$ cat config.mk
export PLATFORM = sky130hd
export DESIGN_NAME = lif_neuron_array
export DESIGN_NICKNAME = d
export VERILOG_FILES = /design/src/rtl/lif_neuron_array.sv
export SDC_FILE = /design/constraint.sdc
export NUM_CORES = 1
export LEC_CHECK = 0
export ABC_AREA = 1
export CAP_MARGIN = 20
export CELL_PAD_IN_SITES_DETAIL_PLACEMENT = 1
export CELL_PAD_IN_SITES_GLOBAL_PLACEMENT = 1
export CORE_UTILIZATION = 44
export CTS_CLUSTER_SIZE = 10
export DETAILED_ROUTE_END_ITERATION = 12
export PLACE_DENSITY_LB_ADDON = 0.1
export SETUP_SLACK_MARGIN = 0.15
export SLEW_MARGIN = 5
export SYNTH_ARGS = -nofsm -noshare
export SYNTH_HDL_FRONTEND = slang
export SYNTH_SLANG_ARGS = --single-unit
$ cat constraint.sdc
create_clock -name clk -period 9.6 [get_ports clk]
set_input_delay 1.44 -clock clk [delete_from_list [all_inputs] [get_ports clk]]
set_output_delay 1.44 -clock clk [all_outputs]
set_load 0.02 [all_outputs]
$ cat src/rtl/lif_neuron_array.sv
// Array of independent leaky integrate-and-fire neurons with fixed-point potentials.
// One registered stage: a step edge leaks, integrates, fires and updates refractory state.
module lif_neuron_array #(
    parameter int NUM_NEURONS = 4,
    parameter int DATA_W      = 8,
    parameter int FRAC_W      = 4,
    parameter int THRESHOLD   = 64,
    parameter int LEAK_FACTOR = 12,
    parameter int WEIGHT      = 24,
    parameter int RESET_MODE  = 0,
    parameter int REFRAC      = 2,
    parameter int CNT_W       = 16
) (
    input  logic                          clk,
    input  logic                          rst_n,
    input  logic                          step,
    input  logic [NUM_NEURONS-1:0]        in_spike,
    output logic [NUM_NEURONS-1:0]        spike,
    output logic [NUM_NEURONS*DATA_W-1:0] potential,
    output logic [NUM_NEURONS-1:0]        refractory,
    output logic [CNT_W-1:0]              spike_count
);

    localparam int PROD_W = DATA_W + FRAC_W + 1;
    localparam int SUM_W  = DATA_W + 1;
    localparam int RC_W   = (REFRAC > 0) ? $clog2(REFRAC + 1) : 1;
    localparam int POP_W  = $clog2(NUM_NEURONS + 1);
    localparam int WIDE_W = CNT_W + POP_W;

    localparam logic [DATA_W-1:0] THR     = DATA_W'(THRESHOLD);
    localparam logic [PROD_W-1:0] LEAK    = PROD_W'(LEAK_FACTOR);
    localparam logic [SUM_W-1:0]  WGT     = SUM_W'(WEIGHT);
    localparam logic [RC_W-1:0]   RC_INIT = RC_W'(REFRAC);

    // Floor of p * LEAK_FACTOR in the potential's Q format.
    function automatic logic [SUM_W-1:0] leak_fn(input logic [DATA_W-1:0] p);
        logic [PROD_W-1:0] prod;
        prod = PROD_W'(p) * LEAK;
        return SUM_W'(prod >> FRAC_W);
    endfunction

    function automatic logic [DATA_W-1:0] sat_fn(input logic [SUM_W-1:0] s);
        return s[DATA_W] ? {DATA_W{1'b1}} : s[DATA_W-1:0];
    endfunction

    function automatic logic [CNT_W-1:0] cnt_sat_fn(input logic [CNT_W-1:0] c,
                                                   input logic [POP_W-1:0] n);
        logic [WIDE_W-1:0] wide;
        wide = WIDE_W'(c) + WIDE_W'(n);
        return (wide[WIDE_W-1:CNT_W] != '0) ? {CNT_W{1'b1}} : wide[CNT_W-1:0];
    endfunction

    logic [DATA_W-1:0]      pot_p1   [NUM_NEURONS];
    logic [RC_W-1:0]        rc_p1    [NUM_NEURONS];
    logic [NUM_NEURONS-1:0] spike_p1;
    logic [NUM_NEURONS-1:0] ref_p1;
    logic [CNT_W-1:0]       cnt_p1;

    logic [DATA_W-1:0]      pot_p0   [NUM_NEURONS];
    logic [RC_W-1:0]        rc_p0    [NUM_NEURONS];
    logic [NUM_NEURONS-1:0] fire_p0;
    logic [POP_W-1:0]       pop_p0;
    logic [SUM_W-1:0]       sum_p0;
    logic [DATA_W-1:0]      sat_p0;

    // Stage 0: per-neuron leak / integrate / fire decision
    always_comb begin
        fire_p0 = '0;
        pop_p0  = '0;
        sum_p0  = '0;
        sat_p0  = '0;
        for (int i = 0; i < NUM_NEURONS; i++) begin
            pot_p0[i] = pot_p1[i];
            rc_p0[i]  = rc_p1[i];
            if (step) begin
                if (rc_p1[i] != '0) begin
                    rc_p0[i] = rc_p1[i] - 1'b1;
                end else begin
                    sum_p0 = leak_fn(pot_p1[i]) + (in_spike[i] ? WGT : '0);
                    sat_p0 = sat_fn(sum_p0);
                    if (sat_p0 >= THR) begin
                        fire_p0[i] = 1'b1;
                        pot_p0[i]  = (RESET_MODE != 0) ? (sat_p0 - THR) : '0;
                        rc_p0[i]   = RC_INIT;
                    end else begin
                        pot_p0[i] = sat_p0;
                    end
                end
            end
            pop_p0 = pop_p0 + POP_W'(fire_p0[i]);
        end
    end

    // Stage 1: registered neuron state and outputs
    always_ff @(posedge clk) begin
        if (!rst_n) begin
            for (int i = 0; i < NUM_NEURONS; i++) begin
                pot_p1[i] <= '0;
                rc_p1[i]  <= '0;
            end
            spike_p1 <= '0;
            ref_p1   <= '0;
            cnt_p1   <= '0;
        end else begin
            for (int i = 0; i < NUM_NEURONS; i++) begin
                pot_p1[i] <= pot_p0[i];
                rc_p1[i]  <= rc_p0[i];
                ref_p1[i] <= (rc_p0[i] != '0);
            end
            spike_p1 <= fire_p0;
            if (step) begin
                cnt_p1 <= cnt_sat_fn(cnt_p1, pop_p0);
            end
        end
    end

    for (genvar g = 0; g < NUM_NEURONS; g++) begin : g_pot
        assign potential[g*DATA_W +: DATA_W] = pot_p1[g];
    end

    assign spike       = spike_p1;
    assign refractory  = ref_p1;
    assign spike_count = cnt_p1;

endmodule

* After elaboration in Yosys (flattened, before gate mapping)
Memories as Yosys holds them, arrays and structs flattened.
Index checks and enable logic that the tools add are counted.
** Word-level totals
- Output and inout port bits :: 56
- Input port bits :: 7
- Bits in writable memories :: 40
- Register bits :: 24
- Memories :: 2
- Word-level logic and storage cells :: 97
** Cells by class
- Bitwise operators :: 8
- Mux-type cells :: 55
- Add/sub/neg operators :: 12
- Multiply operators :: 4
- Magnitude comparators :: 4
- Reduce and logical (&&, ||, !) cells :: 9
** Memory list
- pot_p1 :: words 4, bits a word 8, read ports 4, clocked after Yosys merged registers in 0, wr ports 4, RTL line 53 : logic [DATA_W-1:0] pot_p1 [NUM_NEURONS];
- rc_p1 :: words 4, bits a word 2, read ports 4, clocked after Yosys merged registers in 0, wr ports 4, RTL line 54 : logic [RC_W-1:0] rc_p1 [NUM_NEURONS];
** Operator list (number)
- 2-to-1 mux 8 bit :: 20
- multiplier 8 x 2 -> 10 bit (second input constant) :: 4
- adder 8 x 5 -> 9 bit :: 4
- >= comparator 8 x 7 -> 1 bit (second input constant) :: 4
- 2-to-1 mux 2 bit :: 16
- 2-to-1 mux 5 bit :: 4
- adder 16 x 3 -> 17 bit :: 1
- 2-to-1 mux 16 bit :: 1
- nonzero test 2 bit :: 8
- 2-to-1 mux 1 bit :: 14
- bitwise OR 1 bit :: 8
- subtractor 2 x 1 -> 2 bit (second input constant) :: 4
- adder 2 x 1 -> 3 bit :: 1
- adder 3 x 1 -> 3 bit :: 1
- nonzero test 3 bit :: 1
- adder 1 x 1 -> 2 bit :: 1

* Longest topological paths before layout
An unclocked memory read counts as a cell.
- Depth in word-level cells :: 14
- Depth in mapped cells :: 26
- Gate-level depth less buffers :: 26

* Worst setup path before layout
Ideal clock, no wire load.
- Path kind :: register to register
- Start point :: memory pot_p1[2][2]
- End point :: register cnt_p1[15] (netlist: spike_count[15])
- Clock period less this slack :: 4657 ps
- Setup time :: 74 ps
- Required time :: 9526 ps
- Slack :: 4943 ps
- Arrival :: 4582 ps
- Stages on the path, launching flop included :: 23
- Buffers on the path :: 0
- Cells stage by stage :: dfxtp_1 > ha_1 > a21oi_1 > nand2_1 > a31oi_1 > xor2_1 > ha_1 > a21oi_1 > nand3b_1 > nand3_1 > a21oi_4 > nor2_1 > fa_1 > inv_1 > fa_1 > inv_1 > fa_1 > nand4_1 > nor2_2 > inv_2 > nor2_2 > inv_2 > a31oi_1
** RTL lines
- start, declared :: RTL line 53
- end signal, assigned :: RTL line 112 : cnt_p1 <= cnt_sat_fn(cnt_p1, pop_p0);
- end, declared :: RTL line 57 : logic [CNT_W-1:0] cnt_p1;

* Final worst setup path
- Start point :: input port in_spike[2]
- End point :: register cnt_p1[15] (netlist: spike_count[15])
** Between the ends
- Longest elaborated chain between the ends :: 12
** Ends and longest elaborated chain
- start, declared :: RTL line 17 : input logic [NUM_NEURONS-1:0] in_spike,
- 2-to-1 mux 5 bit (*) :: RTL line 79 : sum_p0 = leak_fn(pot_p1[i]) + (in_spike[i] ? WGT : '0);
- adder 8 x 5 -> 9 bit (*) :: RTL line 79
- 2-to-1 mux 8 bit (*) :: RTL line 43 : return s[DATA_W] ? {DATA_W{1'b1}} : s[DATA_W-1:0];
- >= comparator 8 x 7 -> 1 bit (*) :: RTL line 81 : if (sat_p0 >= THR) begin
- 2-to-1 mux 1 bit (*) :: RTL line 81
- 2-to-1 mux 1 bit (*) :: RTL line 76 : if (rc_p1[i] != '0) begin
- 2-to-1 mux 1 bit (*) :: RTL line 75 : if (step) begin
- net fire_p0[2] :: RTL line 61 : logic [NUM_NEURONS-1:0] fire_p0;
- adder 2 x 1 -> 3 bit (*) :: RTL line 90 : pop_p0 = pop_p0 + POP_W'(fire_p0[i]);
- adder 3 x 1 -> 3 bit (*) :: RTL line 90
- adder 16 x 3 -> 17 bit (*) :: RTL line 49 : wide = WIDE_W'(c) + WIDE_W'(n);
- nonzero test 3 bit :: RTL line 50 : return (wide[WIDE_W-1:CNT_W] != '0) ? {CNT_W{1'b1}} : wide[CNT_W-1:0];
- 2-to-1 mux 16 bit (*) :: RTL line 50
Mark *: on every way through the listed nets, which the timed path passes. The rest lies on a longest branch.
A chain may end at the register's enable or synchronous reset.

==> run summary <==
Share of cells above drive strength 1 -> 11.2%
Switching power total -> 0.185 mW
Reg2Reg Depth -> 22
Setup bufs post-CTS -> 0
Req. time, crit path -> 9.86 ns
Outcome -> complete, no violations
Commonest non-fill, non-tap cells in the layout -> 155 x nand2_1, 75 x a21oi_1, 64 x dfxtp_1
Multi-input logic area -> 2880 µm²
Hold Startpoint -> rc_p1[1][0]
Met3 Wirelength -> 320 µm
Crit path launch type -> input pin
Hold Path Sink -> rc_p1[1][0]
Metal1 wirelength -> 5.28 mm
Setup TNS -> 0 ns
Logic gate share of total power -> 18.4%
Initial Util -> 45.7%
Gr usage total -> 22.3%
Flop-to-flop setup slack -> 4.48 ns
Antenna cell count -> 0
Lkg Pwr -> 2.52 nW
IO Port Bufs -> 62
Post-DR vias/cell -> 5.11
Total CTS buffers -> 9
Sequential share of power -> 45.6%
Largest family of logic cells by synthesized area -> simple AND/OR/NAND/NOR gates
Largest delay share family, worst path -> adder cells
Clock skew -> 0.0105 ns
VDD IR max -> 0.0709 mV
PwrDens -> 115 nW/µm²
CTS tree -> built
First drt pass iteration count -> 5
Pint -> 0.443 mW
Tcrit/Tclk final -> 54.6%
Crit Reg-Reg Endpoint -> spike_count[15]
Total wire length -> 11.2 mm
Area leader, netlist -> dfxtp_1
Synth top area share -> 28.4%
CP Cell Sequence -> clkdlybuf4s50_1, ha_1, a21oi_1, nand3b_1, nand3_1, a21oi_4, nor2_1, fa_1, inv_1, fa_1, inv_1, fa_1, nand4_1, nor2_2, inv_2, nor2_2, inv_2, a31oi_1
Synth Register Bits -> 64
Synth Area in Adders -> 16.3%
Die area -> 10700 µm²
Register area -> 1280 µm²
Clock Tree Buf Depth -> 2
DP Wirelength -> 8.97 mm
CP max FO -> 10
Post-synthesis compound-gate area fraction -> 12.5%
Num ports -> 63
Yosys cell types -> 37
Crit. path cell count -> 18
Data arrival, critical path -> 5.50 ns
Cells after Synth -> 609
Row cnt -> 36
CTS Sinks -> 64
Slowest CP cell -> fa_1
Nature of the critical path endpoint -> flip-flop
Setup violators final -> 0
DRC viols -> 0
Top Metal Used -> met4
Hold WC Path Type -> flip-flop to flip-flop
CTS H-Tree Depth -> 3
Ranking of synthesized cells by area -> dfxtp_1 28%, nand2_1 13%, ha_1 11%
Sequential share of the synthesized area -> 28.4%
PostCTS Resize Cnt -> 0
Synthesized Nets -> 668
Number of global-route vias before repair -> 4098
Post-synthesis simple-gate area fraction -> 30.5%
Final Core Density -> 55.3%
Final hold vios -> 0
Global-route wire length before repair -> 18.8 mm
Grt ovf -> 0
Final slew viol count -> 0
Slew margin rel. -> 49.6%
Initial antenna violation count -> 0
Tmin final -> 5.24 ns
Core ar. -> 9860 µm²
Crit path top cell by count -> fa_1
Initial DRC Count -> 56
RSZ-0062 raised after global routing -> false
Peak Freq -> 191 MHz
Vias -> 4153
Worst-path clk slew -> 0.08 ns
Post-Syn Area -> 4510 µm²
Die Ht -> 103 µm
Met2 WL -> 5.51 mm
Worst setup path class -> input pin to flip-flop
Post-Synth XOR/XNOR Area -> 4.66%
Most common cell after layout, fill and taps aside -> nand2_1
Largest net degree at the start of global routing -> 33
Final ANT Viol Nets -> 0
Hold Buf Count CTS -> 0
Slowest cell delay on critical path -> 0.49 ns
Nets -> 733
Clock share of power -> 36.0%
# Max-Cap Violations -> 0
Filler cells -> 1251
Mux contribution to synthesized area -> 0%
Insertion delay to the later sink of the worst-skew pair -> 0.34 ns
Yosys Warn Count -> 0
Mean area per synthesized cell -> 7.40 µm²
Die width -> 103 µm
Worst-Margin Slew -> 0.753 ns
Buf/Inv on CP -> 5
FF-to-FF Start -> pot_p1[2][2]
CTS root buffer -> clkbuf_8
Worst Hold Depth -> 2
Routability Congestion -> 0.859
Wire length per cell -> 13.8 µm
Switch share -> 29.5%
P&R area growth vs syn -> 21.0%
sequential cells by signal (all words and copies together) (netlist names):
register / cells
rc_p1: 8
pot_p1: 32
spike_count: 16
spike: 4
refractory: 4
power by group through the flow:
| stage | combinational [mW] | clock [mW] | sequential, mW |
|---|---|---|---|
| finish | 0.116 | 0.226 | 0.286 |
| global route | 0.130 | 0.244 | 0.288 |
| CTS | 0.117 | 0.231 | 0.286 |
| detailed placement | 0.116 | 0 | 0.292 |
| global placement | 0.113 | 0 | 0.292 |
| floorplan | 0.0690 | 0 | 0.300 |
tightest hold or removal path, delay by kind of cell, from the launching register on:
family	cells	cell delay, ns
flip-flops	1	0.32
AO/OA/AOI/OAI	1	0.07
AND/OR/NAND/NOR	1	0.06
worst max path at each step:
stage / slack, ns / start / endpoint
finish: 4.36 / in_spike[2] / spike_count[15]
global route: 4.03 / pot_p1[2][2] / spike_count[11]
CTS: 4.33 / in_spike[2] / spike_count[15]
detailed placement: 4.02 / in_spike[2] / spike_count[15]
global placement: 4.18 / in_spike[2] / spike_count[15]
floorplan: 4.94 / pot_p1[2][2] / spike_count[15]
logic make-up (layout without fill, tap and decap cells):
group	Yosys count	count (layout)
flops	64	64
compound gates	99	99
simple gates	279	279
fa+ha+maj	52	52
xor+xnor	24	24
buf+inv	91	161
synthesized netlist by cell type:
cell and n:
nor2_4 6, nor2_1 22, a21o_1 4, nand3_1 27
clkinv_1 4, a31oi_1 7, or2_0 1, ha_1 41
nand3_4 1, nor3_1 15, xor2_1 10, nand2_2 9
nand3b_1 7, buf_2 2, inv_1 61, nand2_4 1
or2_1 3, o21ai_0 6, nor4b_1 1, and2_1 2
clkbuf_1 6, a21oi_4 3, nor2_8 1, a21oi_2 1
o211ai_1 2, dfxtp_1 64, buf_1 1, nand4_2 1
inv_2 17, nand3_2 13, nand4_1 7, a21oi_1 75
fa_1 11, xnor2_1 14, nand2_1 155, o211a_1 1
nor2_2 7
metal layers:
layer	up-vias	track usage [%]
met3	6	4.37
met1	1979	28.1
met5	-	0
li1	2110	-
met4	0	4.66
met2	58	39.7
per-stage QoR:
step / cells / power, mW / cell area [µm²] / setup slack [ns] / hold slack (ns)
after detailed placement: 796 / 0.409 / 5270 / 4.02 / 0.491
final: 812 / 0.628 / 5450 / 4.36 / 0.501
after CTS: 812 / 0.635 / 5450 / 4.33 / 0.502
after floorplan: 609 / 0.369 / 4510 / 4.94 / 0.466
after global routing: 812 / 0.661 / 5450 / 4.03 / 0.514
after global placement: 796 / 0.404 / 5270 / 4.18 / 0.480
final cells by class:
class / count / area share, %
well taps: 133 / 3.05
inverters: 82 / 5.64
clock buffers: 10 / 2.34
multi-input cells: 454 / 52.8
clock inverters: 6 / 1.10
flip-flops and latches: 64 / 23.5
repair buffers: 63 / 11.5
Power figures use the tool's default switching activity.
